**src/rtl/sub_seq.sv**
```systemverilog
// Multi-cycle subtractor: A - B computed CHUNK bits per clock with a registered
// ripple carry, producing NZCV flags and a start/busy/done handshake.
module sub_seq #(
   parameter int WIDTH = 32,
   parameter int CHUNK = 8
) (
   input  logic             clk,
   input  logic             reset,
   input  logic             start,
   input  logic [WIDTH-1:0] minuend,
   input  logic [WIDTH-1:0] subtrahend,
   output logic             busy,
   output logic             done,
   output logic [WIDTH-1:0] result,
   output logic             Z,
   output logic             V,
   output logic             C,
   output logic             N
);
   localparam int NCHUNK = WIDTH / CHUNK;
   localparam int CW     = (NCHUNK > 1) ? $clog2(NCHUNK) : 1;
   localparam int NSLOT  = 1 << CW;

   typedef enum logic [1:0] {IDLE, RUN, DONE} state_t;

   state_t           r_state, w_state_next;
   logic [WIDTH-1:0] r_a, r_b, r_work, r_result;
   logic             r_carry;
   logic [CW-1:0]    r_cnt;
   logic             r_z, r_v, r_c, r_n;

   logic [CHUNK-1:0] w_a_ch [NSLOT];
   logic [CHUNK-1:0] w_b_ch [NSLOT];
   logic [CHUNK:0]   w_sum;
   logic [WIDTH-1:0] w_work_next;
   logic             w_accept, w_last;

   // Chunk views of the operands; slots past NCHUNK only exist so the counter indexes cleanly.
   generate
      for (genvar gi = 0; gi < NSLOT; gi++) begin : g_slot
         if (gi < NCHUNK) begin : g_used
            assign w_a_ch[gi] = r_a[gi*CHUNK +: CHUNK];
            assign w_b_ch[gi] = r_b[gi*CHUNK +: CHUNK];
            assign w_work_next[gi*CHUNK +: CHUNK] =
               (r_cnt == CW'(gi)) ? w_sum[CHUNK-1:0] : r_work[gi*CHUNK +: CHUNK];
         end else begin : g_pad
            assign w_a_ch[gi] = '0;
            assign w_b_ch[gi] = '0;
         end
      end
   endgenerate

   assign w_sum    = {1'b0, w_a_ch[r_cnt]} + {1'b0, ~w_b_ch[r_cnt]} + {{CHUNK{1'b0}}, r_carry};
   assign w_last   = (r_state == RUN) && (r_cnt == CW'(NCHUNK - 1));
   assign w_accept = start && ((r_state == IDLE) || (r_state == DONE));

   always_ff @(posedge clk or posedge reset) begin
      if (reset) begin
         r_state <= IDLE;
      end else begin
         r_state <= w_state_next;
      end
   end

   always_comb begin
      w_state_next = r_state;
      case (r_state)
         IDLE:    if (start) w_state_next = RUN;
         RUN:     if (w_last) w_state_next = DONE;
         DONE:    w_state_next = start ? RUN : IDLE;
         default: w_state_next = IDLE;
      endcase
   end

   always_ff @(posedge clk or posedge reset) begin
      if (reset) begin
         r_a      <= '0;
         r_b      <= '0;
         r_work   <= '0;
         r_carry  <= 1'b0;
         r_cnt    <= '0;
         r_result <= '0;
         r_z      <= 1'b0;
         r_v      <= 1'b0;
         r_c      <= 1'b0;
         r_n      <= 1'b0;
      end else if (w_accept) begin
         r_a     <= minuend;
         r_b     <= subtrahend;
         r_carry <= 1'b1;
         r_cnt   <= '0;
      end else if (r_state == RUN) begin
         r_work  <= w_work_next;
         r_carry <= w_sum[CHUNK];
         r_cnt   <= r_cnt + 1'b1;
         // Visible outputs change only once the whole word is known.
         if (w_last) begin
            r_result <= w_work_next;
            r_c      <= w_sum[CHUNK];
            r_z      <= (w_work_next == '0);
            r_n      <= w_work_next[WIDTH-1];
            r_v      <= (r_a[WIDTH-1] != r_b[WIDTH-1]) &&
                        (w_work_next[WIDTH-1] != r_a[WIDTH-1]);
         end
      end
   end

   assign busy   = (r_state == RUN);
   assign done   = (r_state == DONE);
   assign result = r_result;
   assign Z      = r_z;
   assign V      = r_v;
   assign C      = r_c;
   assign N      = r_n;
endmodule

```
**config.mk**
```make
export PLATFORM = sky130hd
export DESIGN_NAME = sub_seq
export DESIGN_NICKNAME = d
export VERILOG_FILES = /design/src/rtl/sub_seq.sv
export SDC_FILE = /design/constraint.sdc
export NUM_CORES = 1
export LEC_CHECK = 0
export CAP_MARGIN = 15
export CORE_ASPECT_RATIO = 1.25
export CORE_MARGIN = 4
export CORE_UTILIZATION = 53
export DETAILED_ROUTE_END_ITERATION = 12
export GPL_TIMING_DRIVEN = 0
export PLACE_DENSITY_LB_ADDON = 0.3
export SLEW_MARGIN = 20
export SYNTH_ARGS = -nofsm -noshare
export SYNTH_HDL_FRONTEND = slang
export SYNTH_SLANG_ARGS = --single-unit
```
**constraint.sdc**
```tcl
create_clock -name clk -period 5.54 [get_ports clk]
set_clock_uncertainty 0.1 [all_clocks]
set_input_delay 1.108 -clock clk [delete_from_list [all_inputs] [get_ports clk]]
set_output_delay 1.108 -clock clk [all_outputs]
set_load 0.01 [all_outputs]
```
=== Word level (Yosys, flattened, before mapping) ===
Index checks and enable logic that the tools add are counted.

* Bits in registers: 137
* Input bits: 67

* Add/subtract/negate cells: 3
* $lt $le $gt $ge: 1
* Equality and inequality tests: 9
* Muxes and demuxes: 18
* Bitwise operators: 3
* Reduce and logical (&&, ||, !) cells: 11

{| class="wikitable"
|+ Operators by type and width
! kind !! count
|-
| $mux 8 || 8
|-
| $bmux 8 s2 || 2
|-
| $logic_not 32->1 || 1
|-
| $add 8x8->9 || 1
|-
| $add 9x1->9 || 1
|-
| $mux 2 || 4
|-
| $not 8->8 || 1
|-
| $eq 2x2->1 const B || 3
|-
| $pmux 2 s3 || 1
|-
| $eq 2x1->1 const B || 2
|-
| $logic_not 2->1 || 2
|-
| $reduce_and 2->1 || 2
|-
| $ge 3x3->1 const B || 1
|-
| $logic_and 1x1->1 || 3
|-
| $mux 1 || 3
|-
| $not 2->3 || 1
|-
| $reduce_and 3->1 || 1
|-
| $add 2x1->2 const B || 1
|-
| $ne 1x1->1 || 2
|-
| $ne 2x1->1 const B || 1
|-
| $ne 2x2->1 const B || 1
|-
| $reduce_bool 2->1 || 1
|-
| $logic_or 1x1->1 || 1
|-
| $not 1->1 || 1
|}

=== Logic depth before layout (Yosys ltp) ===
Gate-level depths: netlist (run 1).

* Depth in word-level cells: 10
* Mapped depth: 12
* Mapped depth without buffers: 11

=== Worst setup path before layout (run 1) ===
No wires, ideal clock.

* Kind: reg-to-reg
* Start: register r_cnt[0]
* End: register r_z (netlist: Z)
* Setup time: 0.067 ns
* Arrival: 3.699 ns
* Required time: 5.373 ns
* Path slack: 1.673 ns
* Stages on the path, launching flop included: 13
* Period minus slack after synthesis: 3.867 ns
* Cell sequence: dfrtp_1 > buf_2 > clkbuf_1 > mux4_2 > fa_1 > inv_1 > fa_1 > xor2_1 > and3_1 > a21oi_1 > or4_1 > nor4_2 > a32o_1

* Cells in the longest elaborated chain, start to end: 9
* Elaborated cells between the ends (all ways): 21
* Classes of those cells: add/sub: 2; eq/ne: 3; mux: 10; bitwise: 2; reduce/logical: 4

{| class="wikitable"
|+ Ends and longest elaborated chain
! item !! line !! RTL
|-
| start: declaration || 29 || <nowiki>logic [CW-1:0] r_cnt;</nowiki>
|-
| start signal: assignment || 95 || <nowiki>r_cnt <= r_cnt + 1'b1;</nowiki>
|-
| $not 2->3 (not written as such) || 53 || <nowiki>assign w_sum = {1'b0, w_a_ch[r_cnt]} + {1'b0, ~w_b_ch[r_cnt]} + {{CHUNK{1'b0}}, r_carry};</nowiki>
|-
| $bmux 8 s2 || 53 ||
|-
| $mux 8 (not written as such) (2 in a row) || 53 ||
|-
| $not 8->8 || 53 ||
|-
| $add 8x8->9 || 53 ||
|-
| $add 9x1->9 || 53 ||
|-
| $mux 8 || 45 || <nowiki>(r_cnt == CW'(gi)) ? w_sum[CHUNK-1:0] : r_work[gi*CHUNK +: CHUNK];</nowiki>
|-
| $logic_not 32->1 || 100 || <nowiki>r_z <= (w_work_next == '0);</nowiki>
|-
| end signal: assignment || 100 ||
|-
| end: declaration || 30 || <nowiki>logic r_z, r_v, r_c, r_n;</nowiki>
|}

Parallel ways exist; a longest one is shown, timed or not. The select of a mux whose other input is x is not followed.
A chain may end at the register's enable or synchronous reset.

=== Worst setup path after layout (run 1) ===
Ends and elaborated chain as after synthesis.

==> impl.org, run 1 <==
** Global routing
- The global routing stage identified its most utilized layer as met2.
- Maximum number of pins on one net before global-route repair :: 73
- For met1 alone, demand over resource in global routing was 0.269.
- Met2 Track Usage GR :: 0.419
- The number of antenna violations at the first check in global routing is 0.
- The first global-routing pass estimated 24600 um of wire.
- Across every metal layer, demand over resource in global routing totals 0.234.
- Met3 routing resource usage after global routing :: 0.0468
- Global routing finished with a remaining overflow of 0.
- The number of global-route vias before repair is 4969.

** Clock tree
- TritonCTS built the clock tree.
- Number of gates resized after CTS :: 0
- Counting along the longest clock path gives a buffer depth of 2.
- H-tree levels :: 4
- Root buffer cell :: clkbuf_16
- TritonCTS Buffers :: 17
- Clock latency reported for the late side of the worst-skew pair :: 0.41 ns
- After clock tree synthesis, the clock-pin slew on the worst setup and hold paths is 0.06 ns.
- The number of setup buffers added after CTS is 0.
- Total number of clock tree sinks :: 136
- CTS hold repair buffers :: 0

** Worst setup path
- Worst reg2reg setup slack :: 0.81 ns
- In this run the worst path has a maximum fanout of 10.
- In this design, the stage delay of the slowest critical-path cell is 0.62 ns.
- Data arrives at the worst endpoint at 4.97 ns.
- Capturing element type of the critical path :: flip-flop
- Critical path start-end classification :: flip-flop to flip-flop
- Worst r2r dst :: Z$_DFFE_PP0P_
- The most numerous cell type found on the critical path is fa_1.
- STA classifies the critical path startpoint as a flip-flop.
- CP cell instances :: buf_2 > clkbuf_1 > mux4_2 > fa_1 > inv_1 > fa_1 > xor2_1 > and3_1 > a21oi_1 > or4_1 > nor4_2 > a32o_1
- Worst path slowest cell :: clkbuf_1
- Measured in cells, the most critical reg-to-reg path has a length of 12.
- Worst R2R Start :: r_cnt[0]$_DFFE_PP0P_
- For the worst setup path, the data required time is 5.78 ns.

** Yosys
- Syn Std Cell Area :: 6250 um^2
- In the synthesized netlist the dominant register cell turns out to be dfrtp_1.
- Share of synthesized registers carrying an async set or reset :: 1.00
- Yosys mapped a number of flops with a built-in enable equal to 0.
- Sorting the synthesized cells by how often they occur yields dfrtp_1 (136), nand2_1 (74), mux2_2 (64).
- Of the post-synthesis cell area, the dominant cell type holds 0.545.
- Avg Synthesized Cell Area :: 11.9 um^2
- Number of different library cells in the post-synthesis netlist :: 50
- During synthesis, Yosys emitted a total of 0 warnings.
- Ranking of synthesized cells by area :: dfrtp_1 (54%), mux2_2 (12%), mux4_2 (5.8%)
- The synthesized design contains 136 register bits.
- Net Count, Synth :: 607
- Count leader, synth :: dfrtp_1
- Synthesized netlist cell count :: 527
- The share of the Yosys chip area taken by registers is 0.545.
- Library cell occupying the most area in the post-synthesis netlist :: dfrtp_1

** Floorplan
- Measured along the x axis, the die boundary spans 105 um.
- The die covers 13600 um^2.
- Measured along the y axis, the die boundary spans 129 um.
- 105 I/O pins were placed.
- The floorplan step defined a core boundary enclosing 11600 um^2.
- Site Rows :: 44
- The initial utilization of the core area, before any placement, comes to 0.540.

** Placed design
- Port buffering added 104 buffers.
- At the end of routability-driven placement, the weighted congestion stood at 0.915.
- In this run, placement finished with an instance count of 770.
- Post-DP HPWL :: 11000 um

** Detailed routing
- The detailed router finished its first iteration with 222 violations.
- Per-cell routed wire length :: 18.9 um
- For this run, the detailed router's first-pass iteration total came to 5.
- Across all layers, the routed design uses 4592 vias.
- Wires add up to 15200 um.
- In this run the remaining antenna-violating nets after routing total 0.
- In the routed design, unresolved DRC markers number 0.
- In the routed layout, each cell is associated on average with a via count of 5.73.

** Flow run
- Across the run, the number of max-cap violations was 0.

** Hold path
- Path type of the worst min-delay path :: flip-flop to flip-flop
- The worst hold path begins at r_work[30]$_DFFE_PP0P_.
- Hold Crit Endpoint :: r_work[30]$_DFFE_PP0P_
- Instance count along the most critical hold path :: 2

** Timing
- Max Transition Viols Final :: 0
- The worst pin sits at a relative slew slack of 0.462.
- For this run, the top clock speed supported by timing is 0.211 GHz.
- Setup repair after global routing left no endpoint under its margin.
- Counting I/O delays and the setup requirement, the final critical path takes 4.73 ns.
- Fraction of the cycle the final worst path needs :: 0.854
- Setup violations remaining at the end of the flow were counted as 0.
- Slew at the pin with the worst max-slew slack :: 0.803 ns
- The count of final hold-check violations was 0.

** Run status
- Outcome :: complete, no violations

** Layout
- At the end of the flow, the number of nets in the layout was 731.
- In the final layout, the share of cells above drive strength 1 is 0.187.
- Signed area change from the synthesized netlist to the final layout :: 30.2%
- Finished Layout Cells :: 802
- Count of antenna diodes in the layout :: 0
state kept, by name, indices dropped and copies added, names as in the netlist:
register,flops
r_b,32
r_carry,1
C,1
r_cnt,2
result,32
Z,1
r_work,32
V,1
r_state,2
r_a,32
logic make-up (layout without fill, tap and decap cells):
kind of cell             count (synthesis)  after routing  synth area share
flip-flops                             136            136             0.545
AND/OR/NAND/NOR                        125            125            0.0893
multiplexers                           101            101             0.207
AO/OA/AOI/OAI                           98             98            0.0909
buffers and inverters                   46            183            0.0286
adder cells (fa/ha/maj)                 13             13            0.0284
XOR/XNOR                                 8              8            0.0112
critical path: cells and delay by family, from the launching register on:
kind / cells / cell delay (ns)
multiplexers: 1 / 0.62
AO/OA/AOI/OAI: 2 / 0.27
flip-flops: 1 / 0.38
AND/OR/NAND/NOR: 3 / 1.00
XOR/XNOR: 1 / 0.53
buffers and inverters: 3 / 1.06
adder cells (fa/ha/maj): 2 / 0.68
area by class of cell:
type / count / area [um^2]
Fill cell: 851 / 3430
Sequential cell: 136 / 3400
Multi-Input combinational cell: 345 / 2670
Timing Repair Buffer: 105 / 1070
Clock buffer: 20 / 467
Clock inverter: 12 / 173
Tap cell: 138 / 173
Buffer: 30 / 119
Inverter: 16 / 67.6
stage by stage:
step | setup WS, ns | TNS (ns) | util | area (um^2) | hold WS, ns
final | 0.811 | 0 | 0.704 | 8140 | 0.376
after global routing | 0.528 | 0 | 0.704 | 8140 | 0.403
after CTS | 0.796 | 0 | 0.704 | 8140 | 0.375
after detailed placement | 0.834 | 0 | 0.648 | 7500 | 0.362
after global placement | -0.938 | -126.26 | 0.645 | 7460 | 0.356
after floorplan | 0.693 | 0 | - | 6250 | 0.339
routing by layer:
| metal | vias to the layer above | share of wire |
|---|---|---|
| li1 | 2116 | - |
| met1 | 2258 | 0.38 |
| met2 | 173 | 0.52 |
| met3 | 45 | 0.048 |
| met4 | 0 | 0.044 |
| met5 | - | 0 |
layout by cell type, fill, tap and decap left out, types with 8 or more instances in the layout:
cell	instances
clkbuf_16	17
a21oi_1	17
clkdlybuf4s50_1	104
o21ai_1	8
mux4_2	16
mux2i_1	21
mux2_2	64
inv_1	13
nand2_1	74
o21ai_0	50
nor2_1	22
dfrtp_1	136
ha_1	11
clkbuf_1	23
how the worst max path moves through the flow:
stage / start / endpoint / slack [ns] / depth (start not counted)
2_1_floorplan: reset / C$_DFFE_PP0P_ / 0.69 / 1
5_1_grt: r_cnt[0]$_DFFE_PP0P_ / Z$_DFFE_PP0P_ / 0.53 / 12
3_3_place_gp: reset / result[0]$_DFFE_PP0P_ / -0.94 / 2
6_report: r_cnt[0]$_DFFE_PP0P_ / Z$_DFFE_PP0P_ / 0.81 / 12
4_1_cts: r_cnt[0]$_DFFE_PP0P_ / Z$_DFFE_PP0P_ / 0.80 / 12
3_5_place_dp: r_cnt[0]$_DFFE_PP0P_ / Z$_DFFE_PP0P_ / 0.83 / 12
Power of run 1 is left out: the tool's default activity adds up to more than one toggle a clock period on the data nets, which glitch-free logic cannot reach.
==> run 2: changes to the inputs <==
--- a/config.mk
+++ b/config.mk
@@ -8,10 +8,12 @@
 export CAP_MARGIN = 15
 export CORE_ASPECT_RATIO = 1.25
 export CORE_MARGIN = 4
-export CORE_UTILIZATION = 53
+export CORE_UTILIZATION = 60
 export DETAILED_ROUTE_END_ITERATION = 12
+export DONT_BUFFER_PORTS = 1
 export GPL_TIMING_DRIVEN = 0
 export PLACE_DENSITY_LB_ADDON = 0.3
+export RECOVER_POWER = 25
 export SLEW_MARGIN = 20
 export SYNTH_ARGS = -nofsm -noshare
 export SYNTH_HDL_FRONTEND = slang
==> impl.org, run 2 (synthesized netlist as in run 1, its figures left out) <==
** Layout
- Multi-input gate area in the final layout :: 2670 um^2 (unchanged)
- Number of inserted filler cells in the final layout :: 699 (-18%)
- Count of antenna diodes in the layout :: 0 (unchanged)
- Most frequent standard cell in the layout excluding fill and tap cells :: dfrtp_1
- Final standard cell utilization of the core :: 0.692 (-0.0116)
- The footprint of the flip-flops and latches is 3400 um^2 (unchanged).
- Signed area change from the synthesized netlist to the final layout :: 12.5%
- The top cell types in the final layout, fill and taps aside, are dfrtp_1 (136), nand2_1 (74), mux2_2 (64).
- The final net count was 627 (-14%).
- Share of post-route cells with drive strength above 1 :: 0.220 (+0.0329)

** Timing
- Final Hold Fails :: 0 (unchanged)
- Maximum clock rate :: 0.215 GHz (+1.9%)
- The post-route minimum period came to 4.64 ns (-0.0872 ns).
- The final worst setup slack came to 0.898 ns (+0.0872 ns).
- Setup repair after global routing left no endpoint under its margin.
- Setup TNS Final :: 0 ns (unchanged)
- The worst hold slack is 0.393 ns (+0.0174 ns).
- Setup violation total in the final timing report :: 0 (unchanged)
- The number of pins with negative max-slew slack in the final report came to 139 (+139).
- Normalized max-slew margin :: -0.865 (-1.33)
- Slew at the pin with the worst max-slew slack :: 2.78 ns (+1.98 ns)
- The fraction of the cycle the final worst path needs is 0.838 (-0.0157).

** Hold path
- The number of stages on the worst hold path is 2 (unchanged).
- Hold Crit Endpoint :: r_work[26]$_DFFE_PP0P_
- The tightest min-delay check is of the flip-flop to flip-flop type.
- Beginning of the worst hold path :: r_work[26]$_DFFE_PP0P_

** Worst setup path
- Critical path start-end classification :: flip-flop to flip-flop
- The startpoint identified for the worst register-to-register timing path is r_cnt[0]$_DFFE_PP0P_.
- Arrival time of the worst setup path :: 4.90 ns (-0.07 ns)
- Capturing element type of the critical path :: flip-flop
- Crit path launch type :: flip-flop
- The number of cells on the worst reg-to-reg path is 12 (unchanged).
- Data required time at the worst endpoint :: 5.79 ns (about the same)
- The slack of the worst reg-to-reg path is 0.90 ns (+0.09 ns).
- Highest fanout seen on the critical path :: 10 (unchanged)
- Worst r2r dst :: Z$_DFFE_PP0P_

** Global routing
- Maximum number of pins on one net before global-route repair :: 73 (unchanged)
- Vias in the first global route :: 4645 (-6.5%)
- Global route overflow :: 0 (unchanged)
- Global-route wire length before repair :: 23700 um (-3.7%)
- GRT Overall Usage :: 0.259 (+0.0250)
- Initial antenna violation count :: 0 (unchanged)

** Clock tree
- The worst-case clock buffer depth was 2 (unchanged).
- CTS hold repair buffers :: 0 (unchanged)
- The post-cts gate resize count came to 0 (unchanged).
- TritonCTS built the clock tree.
- Post-CTS setup buffers :: 0 (unchanged)
- H-tree levels :: 4 (unchanged)
- The clock-pin slew on the worst setup and hold paths was 0.06 ns (about the same).
- Total number of clock tree sinks :: 136 (unchanged)
- The number of buffers created by CTS came to 17 (unchanged).
- The cell sitting at the root of the clock tree is a clkbuf_16.
- The clock insertion delay at the later pin of the skew report was 0.42 ns (about the same).

** Floorplan
- Site Rows :: 41 (-6.8%)
- Chip height :: 122 um (-5.6%)
- Placeable core region :: 10200 um^2 (-12%)
- The die span in x came to 99.3 um (-5.6%).
- The effective utilization at floorplan came to 0.615 (+0.0747).
- The count of pins on the block boundary came to 105 (unchanged).
- The area enclosed by the die boundary came to 12100 um^2 (-11%).

** Placed design
- Input/output buffers :: 0 (-100%)
- The detailed placement HPWL is 10600 um (-4.3%).
- The pre-CTS setup slack was 0.936 ns (+0.102 ns).
- The weighted congestion reported at the end of routability-driven placement is 0.923 (+0.84%).

** Detailed routing
- WL met2 :: 7640 um (-3.9%)
- In this run the top signal layer used is met4.
- Number of DRC violations after detailed routing :: 0 (unchanged)
- The iteration-0 DRC count of the detailed router is 268 (+21%).
- The first-pass detailed-route iteration total is 5 (unchanged).
- The detailed route wirelength on metal3 is 1170 um (+60%).
- The number of nets with antenna violations after routing came to 0 (unchanged).
- The total vias in the final route is 4261 (-7.2%).
- Met1 wire length :: 5430 um (-6.5%)
- The final wirelength is 14800 um (-2.4%).
- Via-per-instance ratio :: 6.18 (+8.0%)
- Per-cell routed wire length :: 21.5 um (+14%)

** Run status
- Outcome :: finished with violations
- Violated checks :: capacitance limit, slew limit

** Flow run
- The max-cap check violation count is 2 (+2).
-- run 2: changes by cell type in the layout (fill, tap and decap cells not counted), moves of 2 or more --
cell,change
clkinvlp_4,+3
clkinv_2,-4
clkdlybuf4s50_1,-104
clkbuf_8,-2
inv_6,+2
-- run 2: critical path: stages (launching register included) --
cell,delay [ns]
dfrtp_1,0.37
buf_2,0.35
clkbuf_1,0.60
mux4_2,0.63
fa_1,0.44
inv_1,0.10
fa_1,0.25
xor2_1,0.52
and3_1,0.28
a21oi_1,0.07
or4_1,0.51
nor4_2,0.16
a32o_1,0.19
-- run 2: layer usage --
layer / vias up / track usage
li1: 1900 / -
met1: 2143 / 0.299
met2: 177 / 0.432
met3: 41 / 0.0922
met4: 0 / 0.122
met5: - / 0
-- run 2: stage by stage --
| stage | cells | area, um^2 |
|---|---|---|
| floorplan | 527 | 6250 |
| global placement | 656 | 6410 |
| detailed placement | 657 | 6440 |
| CTS | 689 | 7060 |
| global route | 689 | 7030 |
| finish | 689 | 7030 |
-- run 2: final cells by class --
type                    count  area share
flip-flops and latches    136       0.484
multi-input cells         345       0.379
clock buffers              19      0.0630
clock inverters            13      0.0244
well taps                 129      0.0230
plain buffers              30      0.0169
inverters                  16     0.00872
repair buffers              1    0.000712
-- run 2: worst max-delay path by stage --
stage | start | to | slack (ns) | depth (start not counted)
floorplan | reset | C$_DFFE_PP0P_ | 0.69 | 1
global placement | reset | r_b[1]$_DFFE_PP0P_ | -0.43 | 1
detailed placement | r_cnt[0]$_DFFE_PP0P_ | Z$_DFFE_PP0P_ | 0.94 | 12
CTS | r_cnt[0]$_DFFE_PP0P_ | Z$_DFFE_PP0P_ | 0.87 | 12
global route | r_cnt[0]$_DFFE_PP0P_ | Z$_DFFE_PP0P_ | 0.63 | 12
finish | r_cnt[0]$_DFFE_PP0P_ | Z$_DFFE_PP0P_ | 0.90 | 12
Power of run 2 is left out for the same reason.
